<file path="src/rtl/spi_sched_pkg.sv">
// rtl/spi_sched_pkg.sv - shared state encoding and byte width for the SPI transaction scheduler
package spi_sched_pkg;

  localparam int BYTE_BITS = 8;

  typedef enum logic [1:0] {
    ST_IDLE  = 2'd0,
    ST_SETUP = 2'd1,
    ST_XFER  = 2'd2,
    ST_GAP   = 2'd3
  } sched_state_t;

endpackage

</file>
<file path="src/rtl/rr_arbiter.sv">
// rtl/rr_arbiter.sv - combinational round-robin pick of the first request at or after rr_ptr
module rr_arbiter
  import spi_sched_pkg::*;
#(
  parameter int NREQ  = 4,
  parameter int PTR_W = (NREQ > 1) ? $clog2(NREQ) : 1
) (
  input  logic [NREQ-1:0]  req,
  input  logic [PTR_W-1:0] rr_ptr,
  output logic [NREQ-1:0]  gnt,
  output logic             valid
);

  logic [PTR_W:0]   idx_sum;
  logic [PTR_W-1:0] idx;

  // Walk the requesters starting at rr_ptr, wrapping past NREQ-1; the first set bit wins.
  always_comb begin
    gnt     = '0;
    valid   = 1'b0;
    idx_sum = '0;
    idx     = '0;
    for (int k = 0; k < NREQ; k++) begin
      idx_sum = {1'b0, rr_ptr} + (PTR_W+1)'(k);
      if (idx_sum >= (PTR_W+1)'(NREQ)) begin
        idx_sum = idx_sum - (PTR_W+1)'(NREQ);
      end
      idx = idx_sum[PTR_W-1:0];
      if (!valid && req[idx]) begin
        gnt[idx] = 1'b1;
        valid    = 1'b1;
      end
    end
  end

endmodule

</file>
<file path="src/rtl/spi_txn_sched.sv">
// rtl/spi_txn_sched.sv - round-robin transaction scheduler framing multi-byte SPI transfers
module spi_txn_sched
  import spi_sched_pkg::*;
#(
  parameter int NREQ    = 4,
  parameter int LEN_W   = 4,
  parameter int GAP_CYC = 2
) (
  input  logic                       SPI_clk,
  input  logic                       Reset,
  input  logic [NREQ-1:0]            req,
  input  logic [NREQ*LEN_W-1:0]      req_len,
  input  logic [NREQ*BYTE_BITS-1:0]  req_data,
  output logic [NREQ-1:0]            grant,
  output logic                       pop,
  output logic [NREQ-1:0]            done,
  output logic                       busy,
  output logic                       spi_cs_n,
  output logic [BYTE_BITS-1:0]       spi_tdata,
  output logic                       spi_tready
);

  localparam int PTR_W = (NREQ > 1) ? $clog2(NREQ) : 1;
  localparam int GAP_W = (GAP_CYC > 1) ? $clog2(GAP_CYC) : 1;
  localparam logic [GAP_W-1:0] GAP_LAST = GAP_W'(GAP_CYC - 1);
  localparam logic [PTR_W-1:0] PTR_LAST = PTR_W'(NREQ - 1);

  sched_state_t         state_q, state_d;
  logic [NREQ-1:0]      grant_d;
  logic [PTR_W-1:0]     owner_q, owner_d;
  logic [PTR_W-1:0]     rr_ptr_q, rr_ptr_d;
  logic [2:0]           bit_cnt_q, bit_cnt_d;
  logic [LEN_W-1:0]     bytes_rem_q, bytes_rem_d;
  logic [GAP_W-1:0]     gap_cnt_q, gap_cnt_d;
  logic                 cs_n_d, tready_d, pop_d, busy_d;
  logic [BYTE_BITS-1:0] tdata_d;
  logic [NREQ-1:0]      done_d;

  logic [NREQ-1:0]      arb_gnt;
  logic                 arb_valid;
  logic [PTR_W-1:0]     arb_idx;
  logic [NREQ-1:0]      sel;
  logic [BYTE_BITS-1:0] sel_data;
  logic [LEN_W-1:0]     sel_len;

  rr_arbiter #(
    .NREQ  (NREQ),
    .PTR_W (PTR_W)
  ) u_arb (
    .req    (req),
    .rr_ptr (rr_ptr_q),
    .gnt    (arb_gnt),
    .valid  (arb_valid)
  );

  // Index of the arbiter winner, kept so the pointer can advance past the owner later.
  always_comb begin
    arb_idx = '0;
    for (int i = 0; i < NREQ; i++) begin
      if (arb_gnt[i]) arb_idx = PTR_W'(i);
    end
  end

  // Byte/length muxes: the arbiter winner while choosing, the registered owner afterwards.
  always_comb begin
    sel      = (state_q == ST_IDLE) ? arb_gnt : grant;
    sel_data = '0;
    sel_len  = '0;
    for (int i = 0; i < NREQ; i++) begin
      if (sel[i]) begin
        sel_data = req_data[i*BYTE_BITS +: BYTE_BITS];
        sel_len  = req_len[i*LEN_W +: LEN_W];
      end
    end
  end

  // Next state plus next value of every registered output.
  always_comb begin
    state_d     = state_q;
    grant_d     = grant;
    owner_d     = owner_q;
    rr_ptr_d    = rr_ptr_q;
    bit_cnt_d   = bit_cnt_q;
    bytes_rem_d = bytes_rem_q;
    gap_cnt_d   = gap_cnt_q;
    tdata_d     = spi_tdata;
    cs_n_d      = 1'b1;
    tready_d    = 1'b0;
    pop_d       = 1'b0;
    done_d      = '0;
    case (state_q)
      ST_IDLE: begin
        if (arb_valid) begin
          state_d     = ST_SETUP;
          grant_d     = arb_gnt;
          owner_d     = arb_idx;
          bytes_rem_d = sel_len;
          tdata_d     = sel_data;
          tready_d    = 1'b1;
          pop_d       = 1'b1;
        end
      end
      ST_SETUP: begin
        state_d   = ST_XFER;
        bit_cnt_d = 3'd0;
        cs_n_d    = 1'b0;
      end
      ST_XFER: begin
        bit_cnt_d = bit_cnt_q + 3'd1;
        cs_n_d    = 1'b0;
        if (bit_cnt_q == 3'd7) begin
          if (bytes_rem_q == '0) begin
            state_d   = ST_GAP;
            cs_n_d    = 1'b1;
            done_d    = grant;
            gap_cnt_d = '0;
          end else begin
            bytes_rem_d = bytes_rem_q - LEN_W'(1);
          end
        end else if (bit_cnt_q == 3'd6 && bytes_rem_q != '0) begin
          // Load the next byte so it is on T_Data during the last bit of the current one.
          tdata_d  = sel_data;
          tready_d = 1'b1;
          pop_d    = 1'b1;
        end
      end
      ST_GAP: begin
        if (gap_cnt_q == GAP_LAST) begin
          state_d   = ST_IDLE;
          grant_d   = '0;
          gap_cnt_d = '0;
          rr_ptr_d  = (owner_q == PTR_LAST) ? '0 : owner_q + PTR_W'(1);
        end else begin
          gap_cnt_d = gap_cnt_q + GAP_W'(1);
        end
      end
      default: state_d = ST_IDLE;
    endcase
    busy_d = (state_d != ST_IDLE);
  end

  // State, counters and outputs; reset drops chip-select at once without a done pulse.
  always_ff @(posedge SPI_clk or negedge Reset) begin
    if (!Reset) begin
      state_q     <= ST_IDLE;
      grant       <= '0;
      owner_q     <= '0;
      rr_ptr_q    <= '0;
      bit_cnt_q   <= '0;
      bytes_rem_q <= '0;
      gap_cnt_q   <= '0;
      spi_cs_n    <= 1'b1;
      spi_tdata   <= '0;
      spi_tready  <= 1'b0;
      pop         <= 1'b0;
      done        <= '0;
      busy        <= 1'b0;
    end else begin
      state_q     <= state_d;
      grant       <= grant_d;
      owner_q     <= owner_d;
      rr_ptr_q    <= rr_ptr_d;
      bit_cnt_q   <= bit_cnt_d;
      bytes_rem_q <= bytes_rem_d;
      gap_cnt_q   <= gap_cnt_d;
      spi_cs_n    <= cs_n_d;
      spi_tdata   <= tdata_d;
      spi_tready  <= tready_d;
      pop         <= pop_d;
      done        <= done_d;
      busy        <= busy_d;
    end
  end

endmodule

</file>
<file path="config.mk">
export PLATFORM = sky130hd
export DESIGN_NAME = spi_txn_sched
export DESIGN_NICKNAME = d
export VERILOG_FILES = /design/src/rtl/spi_sched_pkg.sv /design/src/rtl/rr_arbiter.sv /design/src/rtl/spi_txn_sched.sv
export SDC_FILE = /design/constraint.sdc
export NUM_CORES = 1
export LEC_CHECK = 0
export CAP_MARGIN = 15
export CORE_MARGIN = 10
export CORE_UTILIZATION = 50
export DETAILED_ROUTE_END_ITERATION = 10
export PLACE_DENSITY = 0.81
export SYNTH_ARGS = -nofsm -noshare
export SYNTH_HDL_FRONTEND = slang
export SYNTH_SLANG_ARGS = --single-unit
</file>
<file path="constraint.sdc">
create_clock -name SPI_clk -period 6.23 [get_ports SPI_clk]
set_clock_uncertainty 0.1 [all_clocks]
set_input_delay 1.5575 -clock SPI_clk [delete_from_list [all_inputs] [get_ports SPI_clk]]
set_output_delay 1.5575 -clock SPI_clk [all_outputs]
set_load 0.01 [all_outputs]
</file>
==> impl_metrics.ini <==
[worst_setup_path]
arrival_ns = 4.61
path_cells = clkdlybuf4s50_1 -> or3b_1 -> a2111oi_0 -> or3_1 -> a311o_1 -> and2_1 -> a2111oi_2 -> o31ai_1
end_kind = flop
required_ns = 6.33
max_stage_delay_ns = 0.75
critical_path_class = in -> reg
crit_slowest_cell = a311o_1
crit_path_max_fanout = 12
startpoint_type = input port

[pwr]
power_mw = 1.84
p_per_area_nw_per_um2 = 540
peakVddDrop_mv = 0.349
p_leak_nw = 1.37

[routing]
dr.first_iter.drc_count = 162
routed_via_density = 5.97
ant_nets = 0
drt_wl_total_um = 7560
drc = 0
vias = 2430
wl_per_cell_um = 18.6
drt-pass1-iter-count = 4

[grt]
grt_antenna_before_repair = 0
track_usage = 0.177
grt_pass1_wl_um = 12500
grt_pass1_vias = 2337
grt_overflow = 0
grt_max_degree = 34

[layout]
n_antenna_cell = 0
final_common_cell = clkdlybuf4s50_1
fillers = 419
drive_gt1_frac = 0.131
fin_nets = 408
syn_to_final_growth_pct = 30.0
final_cells = 407
fin_area_um2 = 3400
final_cell_mix = clkdlybuf4s50_1, dfrtp_1, a21oi_1
fin_util = 0.667

[clocking]
cts_setup_buffers = 0
cts-root-buf = clkbuf_8
cts_buffer_depth = 2
clk_pin_slew_ns = 0.07
cts_tree = done
post_cts_resized = 0
cts_made_buffers = 5
clock_latency_ns = 0.29
cts_sinks = 33
htree_levels = 2
hold_buffers = 0

[placed_design]
dp_hpwl_um = 5790
placedCellCount = 399
portBuffers = 73
dpl_cell_area_um2 = 3310
gp_congestion = 0.877

[run_status]
status = complete, no violations

[timing]
min_period_over_period = 0.723
report.final.slew_viol_count = 0
slew_headroom = 0.464
fmax_mhz = 222
finalSetupViolCount = 0
fin_crit_ns = 4.50
fin_setup_tns_ns = 0
rsz0062_at_grt = false
worst_pin_slew_ns = 0.800
hold_viol_final = 0

[synth]
synth_area_um2 = 2620
synth_area_leaders = dfrtp_1, ha_1, a221oi_2, a21oi_1, o21ai_0
synth-async-reset-ratio = 1.00
synth_top_area_cell = dfrtp_1
ys_seq_area_frac = 0.316
synthCells = 271
yosysTopAreaCellShare = 0.306
synth_area_per_cell_um2 = 9.66
synth_edf_count = 0
synthFlopType = dfrtp_1
syn-num-nets = 342
ys_warn_count = 0
ys_ff_latch = 33
ys_types = 63

[min_path]
hold_path_class = reg -> reg

[die]
initial_core_util = 0.513
die_width_um = 92.4
core-area_um2 = 5110
io_pins = 74
dieArea_um2 = 8530
fp.dieH_um = 92.4
rows = 26

[run]
max_cap_viol_count = 0
==> state kept, by name, indices dropped and copies added (netlist names), 2 cells and up <==
name / cells
spi_tdata: 8
bytes_rem_q: 4
done: 4
grant: 4
bit_cnt_q: 3
owner_q: 2
rr_ptr_q: 2
state_q: 2
==> path summary, 6_finish.rpt <==
kind / start / to / slack [ns] / cells after the start
min: owner_q[1]$_DFFE_PN0P_ / owner_q[1]$_DFFE_PN0P_ / 0.41 / 2
min reg2reg: owner_q[1]$_DFFE_PN0P_ / owner_q[1]$_DFFE_PN0P_ / 0.41 / 2
max reg2reg: rr_ptr_q[0]$_DFFE_PN0P_ / bytes_rem_q[3]$_DFFE_PN0P_ / 2.56 / 9
max: req[3] / bytes_rem_q[3]$_DFFE_PN0P_ / 1.73 / 8
min in group asynchronous: Reset / spi_tdata[0]$_DFFE_PN0P_ / 1.58 / 2
max in group asynchronous: Reset / spi_cs_n$_DFF_PN1_ / 4.11 / 2
==> metrics by stage <==
step	setup WS, ns	hold WS (ns)
CTS	1.73	0.411
detailed placement	1.40	0.399
finish	1.73	0.413
floorplan	2.65	0.354
global placement	1.50	0.368
global route	1.57	0.438
==> area by class of cell <==
type	count	area (um^2)	share of cell area
flip-flops and latches	33	827	0.243
well taps	70	87.6	0.0257
multi-input cells	206	1600	0.469
repair buffers	75	746	0.219
clock buffers	7	86.3	0.0254
inverters	16	62.6	0.0184
==> cells in the mapped netlist (4+ instances only) <==
master and number:
o22ai_1 10, a21oi_1 19, ha_1 17, nand3_1 10, nor2b_1 5, inv_1 14, and2_1 5, nand4_1 6
nor4_1 4, dfrtp_1 32, nand2_1 13, a221oi_2 10, o211ai_1 9, o21ai_0 18, buf_6 8, mux2_2 4
nor2_1 17
==> where the power goes <==
part | switching (mW) | internal [mW] | leakage, nW | total [mW]
logic | 0.727 | 0.551 | 0.914 | 1.28
registers | 0.0875 | 0.311 | 0.407 | 0.399
clock network | 0.0741 | 0.0876 | 0.0443 | 0.162
==> kinds of logic (layout without fill, tap and decap cells) <==
group	count (synthesis)	after routing	share of synthesized area
DFF	33	33	0.316
buffers and inverters	32	98	0.0750
adders and majority gates	17	17	0.0812
and+or+nand+nor	79	79	0.161
muxes	8	8	0.0420
AOI/OAI and AO/OA	102	102	0.325
==> critical path: cells and delay by family <==
family / cells / cell delay [ns]
AOI/OAI and AO/OA: 4 / 1.42
and+or+nand+nor: 3 / 1.01
buffers and inverters: 1 / 0.61
==> metal layers <==
layer,track usage,vias to the layer above,routed length (um)
met5,0,-,0
met4,0.0386,0,65
met3,0.0395,10,524
met2,0.288,84,3610
met1,0.233,1171,3350
li1,-,1165,-
No activity file was read; power rests on OpenSTA's default activity.
